**config.mk**
```make
export PLATFORM = sky130hd
export DESIGN_NAME = sync_fifo_counter_p
export DESIGN_NICKNAME = d
export VERILOG_FILES = /design/src/rtl/sync_fifo_counter_p.sv
export SDC_FILE = /design/constraint.sdc
export NUM_CORES = 1
export LEC_CHECK = 0
export BUFFER_PORTS_ARGS = -buffer_cell sky130_fd_sc_hd__buf_4
export CAP_MARGIN = 20
export CORE_MARGIN = 4
export CORE_UTILIZATION = 50
export CTS_CLUSTER_SIZE = 20
export DETAILED_ROUTE_END_ITERATION = 10
export PLACE_DENSITY_LB_ADDON = 0.15
export SLEW_MARGIN = 25
export SYNTH_ARGS = -nofsm -noshare
export SYNTH_HDL_FRONTEND = slang
export SYNTH_SLANG_ARGS = --single-unit
export TNS_END_PERCENT = 30
```
**constraint.sdc**
```tcl
create_clock -name clk -period 3.61 [get_ports clk]
set_input_delay 0.5415 -clock clk [delete_from_list [all_inputs] [get_ports clk]]
set_output_delay 0.5415 -clock clk [all_outputs]
set_load 0.01 [all_outputs]
```
**src/rtl/sync_fifo_counter_p.sv**
```systemverilog
// Single-clock FIFO with occupancy counter, almost flags, sticky errors and registered read port.
// Optional per-word even parity with read-side check when SYNC_FIFO_PARITY_EN is defined.
module sync_fifo_counter_p #(
  parameter int unsigned DATA_WIDTH = 8,
  parameter int unsigned ADDR_WIDTH = 4,
  parameter int unsigned AF_THRESH  = 12,
  parameter int unsigned AE_THRESH  = 4
) (
  input  logic                  clk,
  input  logic                  rst,
  input  logic                  clear,
  input  logic                  w_enable,
  input  logic [DATA_WIDTH-1:0] w_data,
  input  logic                  r_enable,
  output logic [DATA_WIDTH-1:0] r_data,
  output logic                  r_valid,
  output logic                  full,
  output logic                  empty,
  output logic                  almost_full,
  output logic                  almost_empty,
  output logic [ADDR_WIDTH:0]   count,
  output logic                  overflow,
`ifdef SYNC_FIFO_PARITY_EN
  output logic                  underflow,
  output logic                  r_parity_err
`else
  output logic                  underflow
`endif
);

  localparam int unsigned DEPTH = 1 << ADDR_WIDTH;
  localparam int unsigned CNT_W = ADDR_WIDTH + 1;
`ifdef SYNC_FIFO_PARITY_EN
  localparam int unsigned MEM_W = DATA_WIDTH + 1;
`else
  localparam int unsigned MEM_W = DATA_WIDTH;
`endif

  logic [MEM_W-1:0]      mem [DEPTH];
  logic [MEM_W-1:0]      wr_word;
  logic [MEM_W-1:0]      rd_word;
  logic                  wr_acc, rd_acc;

  logic [ADDR_WIDTH-1:0] w_ptr_q, w_ptr_d, r_ptr_q, r_ptr_d;
  logic [CNT_W-1:0]      count_q, count_d;
  logic [DATA_WIDTH-1:0] r_data_q, r_data_d;
  logic                  r_valid_q, r_valid_d;
  logic                  overflow_q, overflow_d, underflow_q, underflow_d;
  logic                  full_q, full_d, empty_q, empty_d;
  logic                  af_q, af_d, ae_q, ae_d;
  logic                  perr_q, perr_d;

`ifdef SYNC_FIFO_PARITY_EN
  assign wr_word = {^w_data, w_data};
`else
  assign wr_word = w_data;
`endif
  assign rd_word = mem[r_ptr_q];

  // Full/empty come from registered state, so a write at full is refused even alongside a read.
  assign wr_acc = w_enable & ~full_q  & ~clear;
  assign rd_acc = r_enable & ~empty_q & ~clear;

  always_comb begin
    w_ptr_d     = w_ptr_q;
    r_ptr_d     = r_ptr_q;
    count_d     = count_q;
    r_data_d    = r_data_q;
    r_valid_d   = 1'b0;
    overflow_d  = overflow_q | (w_enable & full_q & ~clear);
    underflow_d = underflow_q | (r_enable & empty_q & ~clear);
    perr_d      = 1'b0;
    if (clear) begin
      w_ptr_d     = '0;
      r_ptr_d     = '0;
      count_d     = '0;
      overflow_d  = 1'b0;
      underflow_d = 1'b0;
    end else begin
      if (wr_acc) w_ptr_d = w_ptr_q + ADDR_WIDTH'(1);
      if (rd_acc) begin
        r_ptr_d   = r_ptr_q + ADDR_WIDTH'(1);
        r_data_d  = rd_word[DATA_WIDTH-1:0];
        r_valid_d = 1'b1;
        perr_d    = ^rd_word;
      end
      case ({wr_acc, rd_acc})
        2'b10:   count_d = count_q + CNT_W'(1);
        2'b01:   count_d = count_q - CNT_W'(1);
        default: count_d = count_q;
      endcase
    end
    // Flags registered from next count so they track count with no extra latency.
    full_d  = (count_d == CNT_W'(DEPTH));
    empty_d = (count_d == '0);
    af_d    = (count_d >= CNT_W'(AF_THRESH));
    ae_d    = (count_d <= CNT_W'(AE_THRESH));
  end

  always_ff @(posedge clk or posedge rst) begin
    if (rst) begin
      w_ptr_q     <= '0;
      r_ptr_q     <= '0;
      count_q     <= '0;
      r_data_q    <= '0;
      r_valid_q   <= 1'b0;
      overflow_q  <= 1'b0;
      underflow_q <= 1'b0;
      full_q      <= 1'b0;
      empty_q     <= 1'b1;
      af_q        <= (AF_THRESH == 0);
      ae_q        <= 1'b1;
      perr_q      <= 1'b0;
    end else begin
      w_ptr_q     <= w_ptr_d;
      r_ptr_q     <= r_ptr_d;
      count_q     <= count_d;
      r_data_q    <= r_data_d;
      r_valid_q   <= r_valid_d;
      overflow_q  <= overflow_d;
      underflow_q <= underflow_d;
      full_q      <= full_d;
      empty_q     <= empty_d;
      af_q        <= af_d;
      ae_q        <= ae_d;
      perr_q      <= perr_d;
    end
  end

  // Storage is intentionally not reset; count gates every read.
  always_ff @(posedge clk) begin
    if (wr_acc) mem[w_ptr_q] <= wr_word;
  end

  assign r_data       = r_data_q;
  assign r_valid      = r_valid_q;
  assign full         = full_q;
  assign empty        = empty_q;
  assign almost_full  = af_q;
  assign almost_empty = ae_q;
  assign count        = count_q;
  assign overflow     = overflow_q;
  assign underflow    = underflow_q;
`ifdef SYNC_FIFO_PARITY_EN
  assign r_parity_err = perr_q;
`endif

endmodule
```
==> qor.log <==
INFO  sta            final.setup_skew=0.007242ns
INFO  grt            track_usage=18.69%
INFO  worst_setup_path timing_worst_setup_path_type=reg2reg
INFO  synthesis      synth-seq-cells=156
INFO  finish         multi_input_comb_area=0.001648sqmm
INFO  pwr            power.density_cell_area=580.6mW/mm^2
INFO  clock_network  numCtsBuffers=17
INFO  finish         post-route-cell-area=0.007408sqmm
INFO  grt            first_global_vias=3194
INFO  clock_network  cts_root_buffer=sky130_fd_sc_hd__clkbuf_16
INFO  synthesis      synthTopCellsByArea=sky130_fd_sc_hd__edfxtp_1, sky130_fd_sc_hd__mux4_2, sky130_fd_sc_hd__dfrtp_1
INFO  synthesis      synth_cell_types=46
INFO  clock_network  max-clock-path-buffers=2
INFO  drt            routedWlPerCell=21.61um
INFO  clock_network  total_setup_buffers_inserted_after_cts=0
INFO  drt            vias_per_cell=5.559
INFO  finish         most_frequent_cells_in_the_layout=sky130_fd_sc_hd__edfxtp_1, sky130_fd_sc_hd__buf_4, sky130_fd_sc_hd__mux4_2, sky130_fd_sc_hd__nor2_1, sky130_fd_sc_hd__dfrtp_1
INFO  sta            report.final.hold_viol_count=0
INFO  die            floorplan.initialDensity=51.77%
INFO  placement      finalWeightedCongestion=0.7611
INFO  clock_network  ctsHoldBuffers=0
INFO  sta            report.final.setup_viol=0
INFO  finish         seqCellArea=0.004552sqmm
INFO  die            boundaryPins=33
INFO  finish         final_net_count=414
INFO  synthesis      synth_area_per_cell=18.54squm
INFO  placement      place.port_buffers=32
INFO  synthesis      yosys.area.top_type_share=60.80%
INFO  status         outcome=complete, no violations
INFO  worst_setup_path worst_setup_path_end_kind=flop
INFO  drt            via_count=3191
INFO  sta            setup_tns=0ns
INFO  worst_setup_path critical_path_required=3.93ns
INFO  synthesis      synth-edff-count=128
INFO  placement      detailed_place_hpwl=8079um
INFO  drt            totalWireLength=12400um
INFO  grt            grt_start_max_net_pins=29
INFO  finish         antenna-diode-count=0
INFO  die            die_area=0.01451sqmm
INFO  drt            ant_nets=0
INFO  synthesis      synthesis.nets=362
INFO  sta            slew_violations=0
INFO  worst_setup_path cp_data_arrival_time=3.47ns
INFO  clock_network  cts_tree=done
INFO  pwr            power.static_leakage=2.564nW
INFO  die            die-height=120.5um
INFO  hold_path      min_path_type=in2async
INFO  clock_network  cts_max_level=4
INFO  synthesis      post_synthesis_sequential_area_ratio=71.92%
INFO  clock_network  clock_insertion_delay_worst_skew=0.42ns
INFO  sta            timing.final.crit_share=87.28%
INFO  synthesis      yosys_most_used_dff=sky130_fd_sc_hd__edfxtp_1
INFO  worst_setup_path crit_path_max_fanout=6
INFO  sta            max_freq=0.3174GHz
INFO  sta            rsz0062_at_grt=false
INFO  synthesis      postSynth.asyncResetShare=17.95%
INFO  synthesis      dominant_cell_type_by_area_after_synthesis=sky130_fd_sc_hd__edfxtp_1
INFO  sta            worst-slew-pin-transition=0.8822ns
INFO  finish         layout_cell_share_with_drive_strength_beyond_1=32.02%
INFO  finish         mostFrequentLayoutCell=sky130_fd_sc_hd__edfxtp_1
INFO  grt            grt_overflow=0
INFO  finish         area_growth=17.18%
INFO  synthesis      synthCells=341
INFO  synthesis      yosys_warnings=0
INFO  placement      pre_cts_setup_slack=0.2575ns
INFO  synthesis      netlist_area=0.006322sqmm
INFO  clock_network  clk_transition_reported_paths=0.06ns
INFO  sta            slew_headroom=41.19%
INFO  die            dieWidth=120.5um
INFO  clock_network  clock_sinks=156
INFO  grt            number_of_antenna_violations_at_the_first_check_in_global_routing=0
INFO  sta            setup_ws_final=0.4591ns
INFO  pwr            max-vdd-ir-drop=0.5717mV
INFO  finish         n_fill_cell=924
INFO  drt            drc=0
INFO  sta            post-route-min-period=3.151ns
INFO  drt            initialDrtViolationCount=342
INFO  drt            detailedRoute.firstPassIterationCount=4
INFO  die            row_count=40
INFO  die            core=0.01221sqmm
INFO  worst_setup_path worst_setup_path_start_kind=flop
INFO  worst_setup_path worst_r2r_path_depth=11
INFO  job            drv_cap=0
INFO  clock_network  cts_repair_resize_count=0
INFO  placement      dpl-instance-area=0.006823sqmm
INFO  grt            global_route_wire_length_before_repair=19360um
-- stage by stage --
stage          power (W)  util [%]  hold WS, ns  instances
6_report        0.004301     60.67       0.2057        574
5_1_grt         0.004479     60.67       0.2362        574
4_1_cts         0.004355     60.64       0.2137        574
3_5_place_dp    0.002600     55.87       0.4947        542
3_3_place_gp    0.002586     55.87       0.4852        542
2_1_floorplan   0.002407         -       0.5263        341
-- registers in the layout, indices dropped and copies added, names as in the netlist --
| signal | flops |
|---|---|
| count | 5 |
| overflow | 1 |
| r_data | 8 |
| underflow | 1 |
| almost_full | 1 |
| full | 1 |
| w_ptr_q | 4 |
| empty | 1 |
| mem | 128 |
| r_ptr_q | 4 |
| almost_empty | 1 |
| r_valid | 1 |
-- per-layer routing --
metal	share of wire, %	vias up	track usage [%]
li1	-	1443	-
met1	44	1657	26.10
met2	49	76	28.12
met3	5.3	15	5.005
met4	1.9	0	7.790
met5	0	-	0
-- cells by family (layout without fill, tap and decap cells) --
kind of cell	after synthesis	count (layout)	synth area share [%]
DFF	156	156	71.92
and+or+nand+nor	58	58	4.829
muxes	51	51	14.59
AOI/OAI and AO/OA	33	33	3.820
buffers and inverters	26	91	2.018
xor gates and xnor gates	9	9	1.247
adders and majority gates	8	8	1.583
-- path summary, 6_finish.rpt --
path,start,endpoint,slack (ns)
min in group clk,w_enable,overflow$_DFF_PP0_,0.39
min reg2reg,overflow$_DFF_PP0_,overflow$_DFF_PP0_,0.52
max,full$_DFF_PP0_,full$_DFF_PP0_,0.46
max in group asynchronous,rst,r_ptr_q[0]$_DFFE_PP0P_,2.94
min,rst,r_data[0]$_DFFE_PP0P_,0.21
max reg2reg,full$_DFF_PP0_,full$_DFF_PP0_,0.46
-- synth_stat cells (4+ instances only) --
| library cell | n |
|---|---|
| sky130_fd_sc_hd__nor2b_1 | 4 |
| sky130_fd_sc_hd__nor2_1 | 28 |
| sky130_fd_sc_hd__mux2_2 | 5 |
| sky130_fd_sc_hd__a21oi_1 | 7 |
| sky130_fd_sc_hd__xor2_1 | 6 |
| sky130_fd_sc_hd__buf_2 | 5 |
| sky130_fd_sc_hd__o21ai_1 | 6 |
| sky130_fd_sc_hd__nand2_1 | 9 |
| sky130_fd_sc_hd__edfxtp_1 | 128 |
| sky130_fd_sc_hd__ha_1 | 8 |
| sky130_fd_sc_hd__nor3_1 | 4 |
| sky130_fd_sc_hd__clkbuf_1 | 6 |
| sky130_fd_sc_hd__a22oi_1 | 5 |
| sky130_fd_sc_hd__dfrtp_1 | 26 |
| sky130_fd_sc_hd__mux4_2 | 32 |
| sky130_fd_sc_hd__inv_1 | 6 |
| sky130_fd_sc_hd__mux2i_1 | 13 |
-- report_power, final --
| part | leakage [nW] | switching, W | internal [W] |
|---|---|---|---|
| registers | 1.52 | 0.0000906 | 0.00203 |
| logic | 0.768 | 0.000200 | 0.000239 |
| clock network | 0.280 | 0.000665 | 0.00108 |
| total | 2.56 | 0.000956 | 0.00335 |
-- layout make-up --
type                            count  area share (%)
Sequential cell                   156           61.44
Inverter                            7          0.3547
Clock buffer                       20           5.894
Clock inverter                     12           1.959
Tap cell                          168           2.837
Multi-Input combinational cell    159           22.24
Timing Repair Buffer               52           5.269
-- critical path, stage by stage, from the launching register on --
cell,delay [ns]
sky130_fd_sc_hd__dfrtp_1,0.40
sky130_fd_sc_hd__nor2b_1,0.41
sky130_fd_sc_hd__nor2b_1,0.35
sky130_fd_sc_hd__inv_1,0.10
sky130_fd_sc_hd__ha_1,0.26
sky130_fd_sc_hd__xor2_1,0.18
sky130_fd_sc_hd__ha_1,0.26
sky130_fd_sc_hd__a21oi_1,0.09
sky130_fd_sc_hd__nor4b_1,0.44
sky130_fd_sc_hd__nor3_2,0.12
sky130_fd_sc_hd__nor3_4,0.22
sky130_fd_sc_hd__nor4b_4,0.24
Power figures use the tool's default switching activity.
